$ cat config.mk
export PLATFORM = sky130hd
export DESIGN_NAME = mat_dump_flat
export DESIGN_NICKNAME = d
export VERILOG_FILES = /design/src/rtl/mat_dump_if.sv /design/src/rtl/mat_dump.sv /design/src/flat_wrapper.sv
export SDC_FILE = /design/constraint.sdc
export NUM_CORES = 1
export LEC_CHECK = 0
export BUFFER_PORTS_ARGS = -buffer_cell sky130_fd_sc_hd__buf_2
export CORE_MARGIN = 4
export CORE_UTILIZATION = 26
export DETAILED_ROUTE_END_ITERATION = 12
export SETUP_SLACK_MARGIN = 0.2
export SLEW_MARGIN = 40
export SYNTH_ARGS = -nofsm -noshare
export SYNTH_HDL_FRONTEND = slang
export SYNTH_SLANG_ARGS = --single-unit
$ cat constraint.sdc
create_clock -name clk -period 3.15 [get_ports clk]
set_input_delay 0.63 -clock clk [delete_from_list [all_inputs] [get_ports clk]]
set_output_delay 0.63 -clock clk [all_outputs]
set_load 0.005 [all_outputs]
$ cat src/rtl/mat_dump_if.sv
// Memory request port and output element stream between mat_dump and its neighbours.
// master = mat_dump side, slave = memory model / stream consumer side.
interface mat_dump_if #(
  parameter int MEM_AW = 16,
  parameter int MEM_DW = 32
);
  logic              mem_req;
  logic              mem_write;
  logic [MEM_AW-1:0] mem_addr;
  logic [MEM_DW-1:0] mem_wdata;
  logic              mem_rdata_vld;
  logic [MEM_DW-1:0] mem_rdata;
  logic              s_valid;
  logic              s_ready;
  logic [MEM_DW-1:0] s_data;
  logic              s_eol;
  logic              s_last;

  modport master (
    output mem_req, mem_write, mem_addr, mem_wdata,
    input  mem_rdata_vld, mem_rdata,
    output s_valid, s_data, s_eol, s_last,
    input  s_ready
  );

  modport slave (
    input  mem_req, mem_write, mem_addr, mem_wdata,
    output mem_rdata_vld, mem_rdata,
    input  s_valid, s_data, s_eol, s_last,
    output s_ready
  );
endinterface

$ cat src/rtl/mat_dump.sv
// Reads a ROWS x COLS matrix row-major from word memory (one read in flight)
// and streams each element out with end-of-row and end-of-matrix markers.
module mat_dump #(
  parameter int MEM_AW   = 16,
  parameter int MEM_DW   = 32,
  parameter int DIM_BITS = 16
) (
  input  logic                clk,
  input  logic                rst_n,
  input  logic                go,
  output logic                ret,
  input  logic [MEM_AW-1:0]   BASE,
  input  logic [DIM_BITS-1:0] STRIDE,
  input  logic [DIM_BITS-1:0] ROWS,
  input  logic [DIM_BITS-1:0] COLS,
  mat_dump_if.master          bus
);

  typedef enum logic [2:0] {
    S_IDLE = 3'd0,
    S_REQ  = 3'd1,
    S_WAIT = 3'd2,
    S_OUT  = 3'd3,
    S_DONE = 3'd4
  } state_t;

  localparam logic [DIM_BITS-1:0] ONE_D  = {{(DIM_BITS-1){1'b0}}, 1'b1};
  localparam logic [DIM_BITS-1:0] ZERO_D = {DIM_BITS{1'b0}};

  // Zero-extend or truncate a dimension-width value onto the address width.
  function automatic logic [MEM_AW-1:0] to_aw(input logic [DIM_BITS-1:0] v);
    logic [MEM_AW+DIM_BITS-1:0] t;
    t = {{MEM_AW{1'b0}}, v};
    return t[MEM_AW-1:0];
  endfunction

  state_t              r_state;
  logic [MEM_AW-1:0]   r_row_addr;
  logic [MEM_AW-1:0]   r_stride;
  logic [DIM_BITS-1:0] r_rows;
  logic [DIM_BITS-1:0] r_cols;
  logic [DIM_BITS-1:0] r_r;
  logic [DIM_BITS-1:0] r_c;
  logic                r_ret;
  logic                r_mem_req;
  logic [MEM_AW-1:0]   r_mem_addr;
  logic                r_s_valid;
  logic [MEM_DW-1:0]   r_s_data;
  logic                r_s_eol;
  logic                r_s_last;

  logic                w_last_col;
  logic                w_last_row;
  logic                w_hs;
  logic [DIM_BITS-1:0] w_next_c;
  logic [MEM_AW-1:0]   w_next_row_addr;
  logic [MEM_AW-1:0]   w_next_col_addr;

  assign w_last_col      = (r_c == (r_cols - ONE_D));
  assign w_last_row      = (r_r == (r_rows - ONE_D));
  assign w_hs            = r_s_valid & bus.s_ready;
  assign w_next_c        = r_c + ONE_D;
  assign w_next_row_addr = r_row_addr + r_stride;
  assign w_next_col_addr = r_row_addr + to_aw(w_next_c);

  // Control FSM: every output is set on the transition into the state that owns it.
  always_ff @(posedge clk or negedge rst_n) begin
    if (!rst_n) begin
      r_state    <= S_IDLE;
      r_row_addr <= {MEM_AW{1'b0}};
      r_stride   <= {MEM_AW{1'b0}};
      r_rows     <= ZERO_D;
      r_cols     <= ZERO_D;
      r_r        <= ZERO_D;
      r_c        <= ZERO_D;
      r_ret      <= 1'b0;
      r_mem_req  <= 1'b0;
      r_mem_addr <= {MEM_AW{1'b0}};
      r_s_valid  <= 1'b0;
      r_s_data   <= {MEM_DW{1'b0}};
      r_s_eol    <= 1'b0;
      r_s_last   <= 1'b0;
    end else begin
      case (r_state)
        S_IDLE: begin
          r_ret <= 1'b0;
          if (go) begin
            r_stride   <= to_aw(STRIDE);
            r_rows     <= ROWS;
            r_cols     <= COLS;
            r_r        <= ZERO_D;
            r_c        <= ZERO_D;
            r_row_addr <= BASE;
            if ((ROWS == ZERO_D) || (COLS == ZERO_D)) begin
              r_state <= S_DONE;
            end else begin
              r_state    <= S_REQ;
              r_mem_req  <= 1'b1;
              r_mem_addr <= BASE;
            end
          end
        end
        S_REQ: begin
          r_mem_req <= 1'b0;
          r_state   <= S_WAIT;
        end
        S_WAIT: begin
          if (bus.mem_rdata_vld) begin
            r_s_data  <= bus.mem_rdata;
            r_s_eol   <= w_last_col;
            r_s_last  <= w_last_col & w_last_row;
            r_s_valid <= 1'b1;
            r_state   <= S_OUT;
          end
        end
        S_OUT: begin
          if (w_hs) begin
            r_s_valid <= 1'b0;
            if (r_s_last) begin
              r_ret   <= 1'b1;
              r_state <= S_DONE;
            end else if (w_last_col) begin
              r_c        <= ZERO_D;
              r_r        <= r_r + ONE_D;
              r_row_addr <= w_next_row_addr;
              r_mem_req  <= 1'b1;
              r_mem_addr <= w_next_row_addr;
              r_state    <= S_REQ;
            end else begin
              r_c        <= w_next_c;
              r_mem_req  <= 1'b1;
              r_mem_addr <= w_next_col_addr;
              r_state    <= S_REQ;
            end
          end
        end
        S_DONE: begin
          // After a dump ret is already high here and drops; an empty run has
          // not pulsed yet, so it pulses on the way back to IDLE instead.
          r_ret   <= ~r_ret;
          r_state <= S_IDLE;
        end
        default: begin
          r_state <= S_IDLE;
        end
      endcase
    end
  end

  assign ret           = r_ret;
  assign bus.mem_req   = r_mem_req;
  assign bus.mem_write = 1'b0;
  assign bus.mem_addr  = r_mem_addr;
  assign bus.mem_wdata = {MEM_DW{1'b0}};
  assign bus.s_valid   = r_s_valid;
  assign bus.s_data    = r_s_data;
  assign bus.s_eol     = r_s_eol;
  assign bus.s_last    = r_s_last;

endmodule
$ cat src/flat_wrapper.sv
// flat-port wrapper written by rule: the top's interface ports become plain ports
module mat_dump_flat 
#(
  parameter int MEM_AW   = 16,
  parameter int MEM_DW   = 32,
  parameter int DIM_BITS = 16
)
  (clk, rst_n, go, ret, BASE, STRIDE, ROWS, COLS, bus_mem_req, bus_mem_write, bus_mem_addr, bus_mem_wdata, bus_mem_rdata_vld, bus_mem_rdata, bus_s_valid, bus_s_data, bus_s_eol, bus_s_last, bus_s_ready);
  mat_dump_if #(.MEM_AW(MEM_AW), .MEM_DW(MEM_DW)) bus_i ();
  input  logic clk;
  input  logic rst_n;
  input  logic go;
  output logic ret;
  input  logic [MEM_AW-1:0] BASE;
  input  logic [DIM_BITS-1:0] STRIDE;
  input  logic [DIM_BITS-1:0] ROWS;
  input  logic [DIM_BITS-1:0] COLS;
  output wire logic [$bits(bus_i.mem_req)-1:0] bus_mem_req;
  output wire logic [$bits(bus_i.mem_write)-1:0] bus_mem_write;
  output wire logic [$bits(bus_i.mem_addr)-1:0] bus_mem_addr;
  output wire logic [$bits(bus_i.mem_wdata)-1:0] bus_mem_wdata;
  input wire logic [$bits(bus_i.mem_rdata_vld)-1:0] bus_mem_rdata_vld;
  input wire logic [$bits(bus_i.mem_rdata)-1:0] bus_mem_rdata;
  output wire logic [$bits(bus_i.s_valid)-1:0] bus_s_valid;
  output wire logic [$bits(bus_i.s_data)-1:0] bus_s_data;
  output wire logic [$bits(bus_i.s_eol)-1:0] bus_s_eol;
  output wire logic [$bits(bus_i.s_last)-1:0] bus_s_last;
  input wire logic [$bits(bus_i.s_ready)-1:0] bus_s_ready;
  assign bus_mem_req = bus_i.mem_req;
  assign bus_mem_write = bus_i.mem_write;
  assign bus_mem_addr = bus_i.mem_addr;
  assign bus_mem_wdata = bus_i.mem_wdata;
  assign bus_i.mem_rdata_vld = bus_mem_rdata_vld;
  assign bus_i.mem_rdata = bus_mem_rdata;
  assign bus_s_valid = bus_i.s_valid;
  assign bus_s_data = bus_i.s_data;
  assign bus_s_eol = bus_i.s_eol;
  assign bus_s_last = bus_i.s_last;
  assign bus_i.s_ready = bus_s_ready;
  mat_dump #(.MEM_AW(MEM_AW), .MEM_DW(MEM_DW), .DIM_BITS(DIM_BITS)) u_core (.clk(clk), .rst_n(rst_n), .go(go), .ret(ret), .BASE(BASE), .STRIDE(STRIDE), .ROWS(ROWS), .COLS(COLS), .bus(bus_i));
endmodule
==> out/metrics.yaml <==
status:
  status: "finished, final reports clean"
timing:
  tightestPinTransition_ns: 0.6146
  fin_tns_setup_ns: 0
  max_freq_mhz: 328.4
  final_max_slew_viol_count: 0
  finalSetupViolCount: 0
  rsz0062_at_grt: "true"
  slew_headroom_pct: 59.03
  fin_crit_ns: 3.045
  hold_viol: 0
  finClkSkew_ns: 0.008456
  whs_ns: 0.1920
  period_share_pct: 96.68
worst_setup_path:
  worstReg2RegEnd: "u_core.bus.mem_addr[13]"
  crit_arrival_ns: 3.36
  cpMaxStageDelayCell: "or4_4"
  crit_top_cell: "buf_6"
  rr_startpoint: "u_core.r_cols[0]"
  crit_end: "u_core.bus.mem_addr[13]"
  crit_type: "flop to flop"
  cp-startpoint: "u_core.r_cols[0]"
  endpoint_kind: "flop"
  timing.critical_path.buf_inv: 4
  critPathMaxFanout: 7
  cp_data_required_time_ns: 3.47
  reg2reg_slack_ns: 0.10
  slowest_delay_ns: 0.56
  r2r_cells: 12
  critPathLaunchType: "flop"
  crit_family: "simple AND/OR/NAND/NOR gates"
  worstPathCellList: "or4_4 > or2_4 > o41ai_1 > a211oi_1 > nand4_1 > nor3_4 > buf_6 > buf_6 > clkbuf_16 > buf_6 > mux2i_1 > a221o_1"
  cp.depth: 12
layout:
  num-nets-final: 1392
  multi_input_area_sq_um: 5664
  nFillCells: 3664
  drive_gt1_share_pct: 32.02
  regArea_sq_um: 3810
  fin_area_sq_um: 12240
  areaGrowthSynthToFinish_pct: 30.95
synthesis:
  synth_most_common_cell: "nand2_1"
  async_flop_share_pct: 100.0
  avgSynthCellArea_sq_um: 8.833
  synth_warnings: 0
  synth_commonest_cells: "194 x nand2_1, 152 x dfrtp_1, 68 x nor2_1"
  ys.flop_type: "dfrtp_1"
  synth.distinct_cells: 70
  synth_area_leaders: "dfrtp_1 41%, nand2_1 7.8%, ha_1 4.6%, mux2_2 4.3%, xnor2_1 4.3%"
  ys_seq_area_share_pct: 40.70
  synth_largest_area_cell: "dfrtp_1"
  netlist_area_sq_um: 9345
  yosysTopAreaCellShare_pct: 40.70
  synth_edf_count: 0
  synth-seq-cells: 152
  synthCells: 1058
detailed_routing:
  routed_via_density: 4.841
  dr.pass1.iters: 5
  post_drt_wl_per_cell_microns: 16.27
  antenna_left: 0
  drt_wl_total_microns: 28160
  dr.first_iter.drc_count: 420
  num_vias: 8379
  drcViolationCount: 0
global_route:
  grt_use_met2_pct: 24.12
  grt_pass1_wl_microns: 43620
  grt-ovfl-total: 0
  grt_pass1_vias: 8467
  gr-usage-met1_pct: 16.59
  grt_max_degree: 64
  gr-max-usage-layer: "met2"
  grtUsageTotal_pct: 13.86
  antenna_found_initial: 6
  use_met3_pct: 3.769
placed_design:
  numPortBuffers: 153
  gp_congestion: 0.8598
  placed_area_sq_um: 10790
  hpwl_microns: 20020
power_and_ir_drop:
  power_density_nw_per_um2: 938.2
  peakVddDrop_mv: 0.3871
  leakagePower_nw: 5.474
floorplanning:
  initial_core_util_pct: 26.34
  core_area_sq_um: 35480
  io_pins: 187
  rows: 69
  die_w_microns: 197.6
  die_area_sq_um: 39040
  die_h_microns: 197.6
clock_network:
  cts-root-to-sink-buffers: 2
  cts_tree: "built"
  clock_sinks: 152
  cts_max_level: 4
  insertion_delay_ns: 0.43
  clk_pin_slew_worst_paths_ns: 0.07
  cts-root-buf: "clkbuf_16"
  cts_buffers: 17
run:
  cap_violations: 0
worst_hold_path:
  hold_path_class: "input port to async pin"
==> placed cells by master, fill, tap and decap left out, types with 30 or more instances in the layout <==
cell and n:
buf_2 154, ha_1 30, conb_1 33, xnor2_1 44, a21oi_1 35, o21ai_0 43, buf_4 55, dfrtp_1 147
xor2_1 30, mux2_2 35, nand2_1 189, nor2_1 53
==> sequential cells by signal, summed over array words and instances, names as in the netlist <==
signal               flops
u_core.bus.mem_addr     16
u_core.bus.mem_req       1
u_core.bus.s_data       32
u_core.bus.s_eol         1
u_core.bus.s_last        1
u_core.bus.s_valid       1
u_core.r_c              16
u_core.r_cols           16
u_core.r_r              16
u_core.r_row_addr       16
u_core.r_rows           16
u_core.r_state           3
u_core.r_stride         16
u_core.ret               1
==> worst min path at each step <==
stage	depth (start not counted)	end	startpoint
3_5_place_dp	2	u_core.bus.mem_addr[10]	u_core.bus.mem_addr[10]
2_1_floorplan	0	u_core.bus.mem_addr[0]	rst_n
6_report	1	u_core.bus.s_data[28]	rst_n
4_1_cts	1	u_core.bus.s_data[28]	rst_n
3_3_place_gp	2	u_core.bus.mem_addr[10]	u_core.bus.mem_addr[10]
5_1_grt	1	u_core.bus.s_data[28]	rst_n
==> cell families after synthesis <==
group,after synthesis,share of synthesized area [%]
fa+ha+maj,36,4.981
simple gates,411,20.50
other cells,1,0.04013
flops,152,40.70
xor+xnor,77,7.217
mux,49,5.730
buf+inv,109,5.824
compound gates,223,15.01
==> metal layers <==
layer	share of wire (%)	wire [microns]	up-vias
met4	1.9	543	8
met1	42	11910	4069
li1	-	-	4068
met5	0.21	60	-
met3	4.8	1363	39
met2	51	14290	195
==> power by group <==
| part | internal [mW] | switching, mW |
|---|---|---|
| Clock | 1.06 | 0.874 |
| Sequential | 2.73 | 0.778 |
| Combinational | 2.82 | 3.23 |
| Total | 6.60 | 4.88 |
==> stage by stage <==
| step | power, mW | std cells | util [%] | setup slack, ns |
|---|---|---|---|---|
| finish | 11.48 | 1731 | 34.49 | 0.1047 |
| global route | 12.48 | 1731 | 34.49 | -0.04744 |
| CTS | 11.00 | 1714 | 32.64 | 0.07624 |
| detailed placement | 8.860 | 1663 | 30.40 | 0.004188 |
| global placement | 8.728 | 1663 | 30.40 | 0.03046 |
| floorplan | 7.100 | 1090 | - | 0.1922 |
==> area by class of cell <==
type	instances	area share, %
Tap cell	461	4.713
Antenna cell	2	0.04090
Sequential cell	152	31.13
Inverter	22	0.6748
Multi-Input combinational cell	829	46.28
Clock inverter	12	0.7668
Clock buffer	20	3.732
Timing Repair Buffer	233	12.66
==> worst reg2reg max path: stages, from the launching register on <==
cell and delay [ns]:
dfrtp_1 0.42, or4_4 0.56, or2_4 0.28, o41ai_1 0.37
a211oi_1 0.13, nand4_1 0.15, nor3_4 0.08, buf_6 0.15
buf_6 0.11, clkbuf_16 0.15, buf_6 0.12, mux2i_1 0.11
a221o_1 0.32
==> repair_timing <==
item                                    in CTS  in global routing
hold buffers                                 0                  0
pin swaps                                   18                 52
resized for setup                           19                134
setup buffers                               16                 12
hold endpoints to repair                     0                  0
cloned                                       3                  3
endpoints found under the setup margin      26                 54
(Power assumes the default switching activity.)
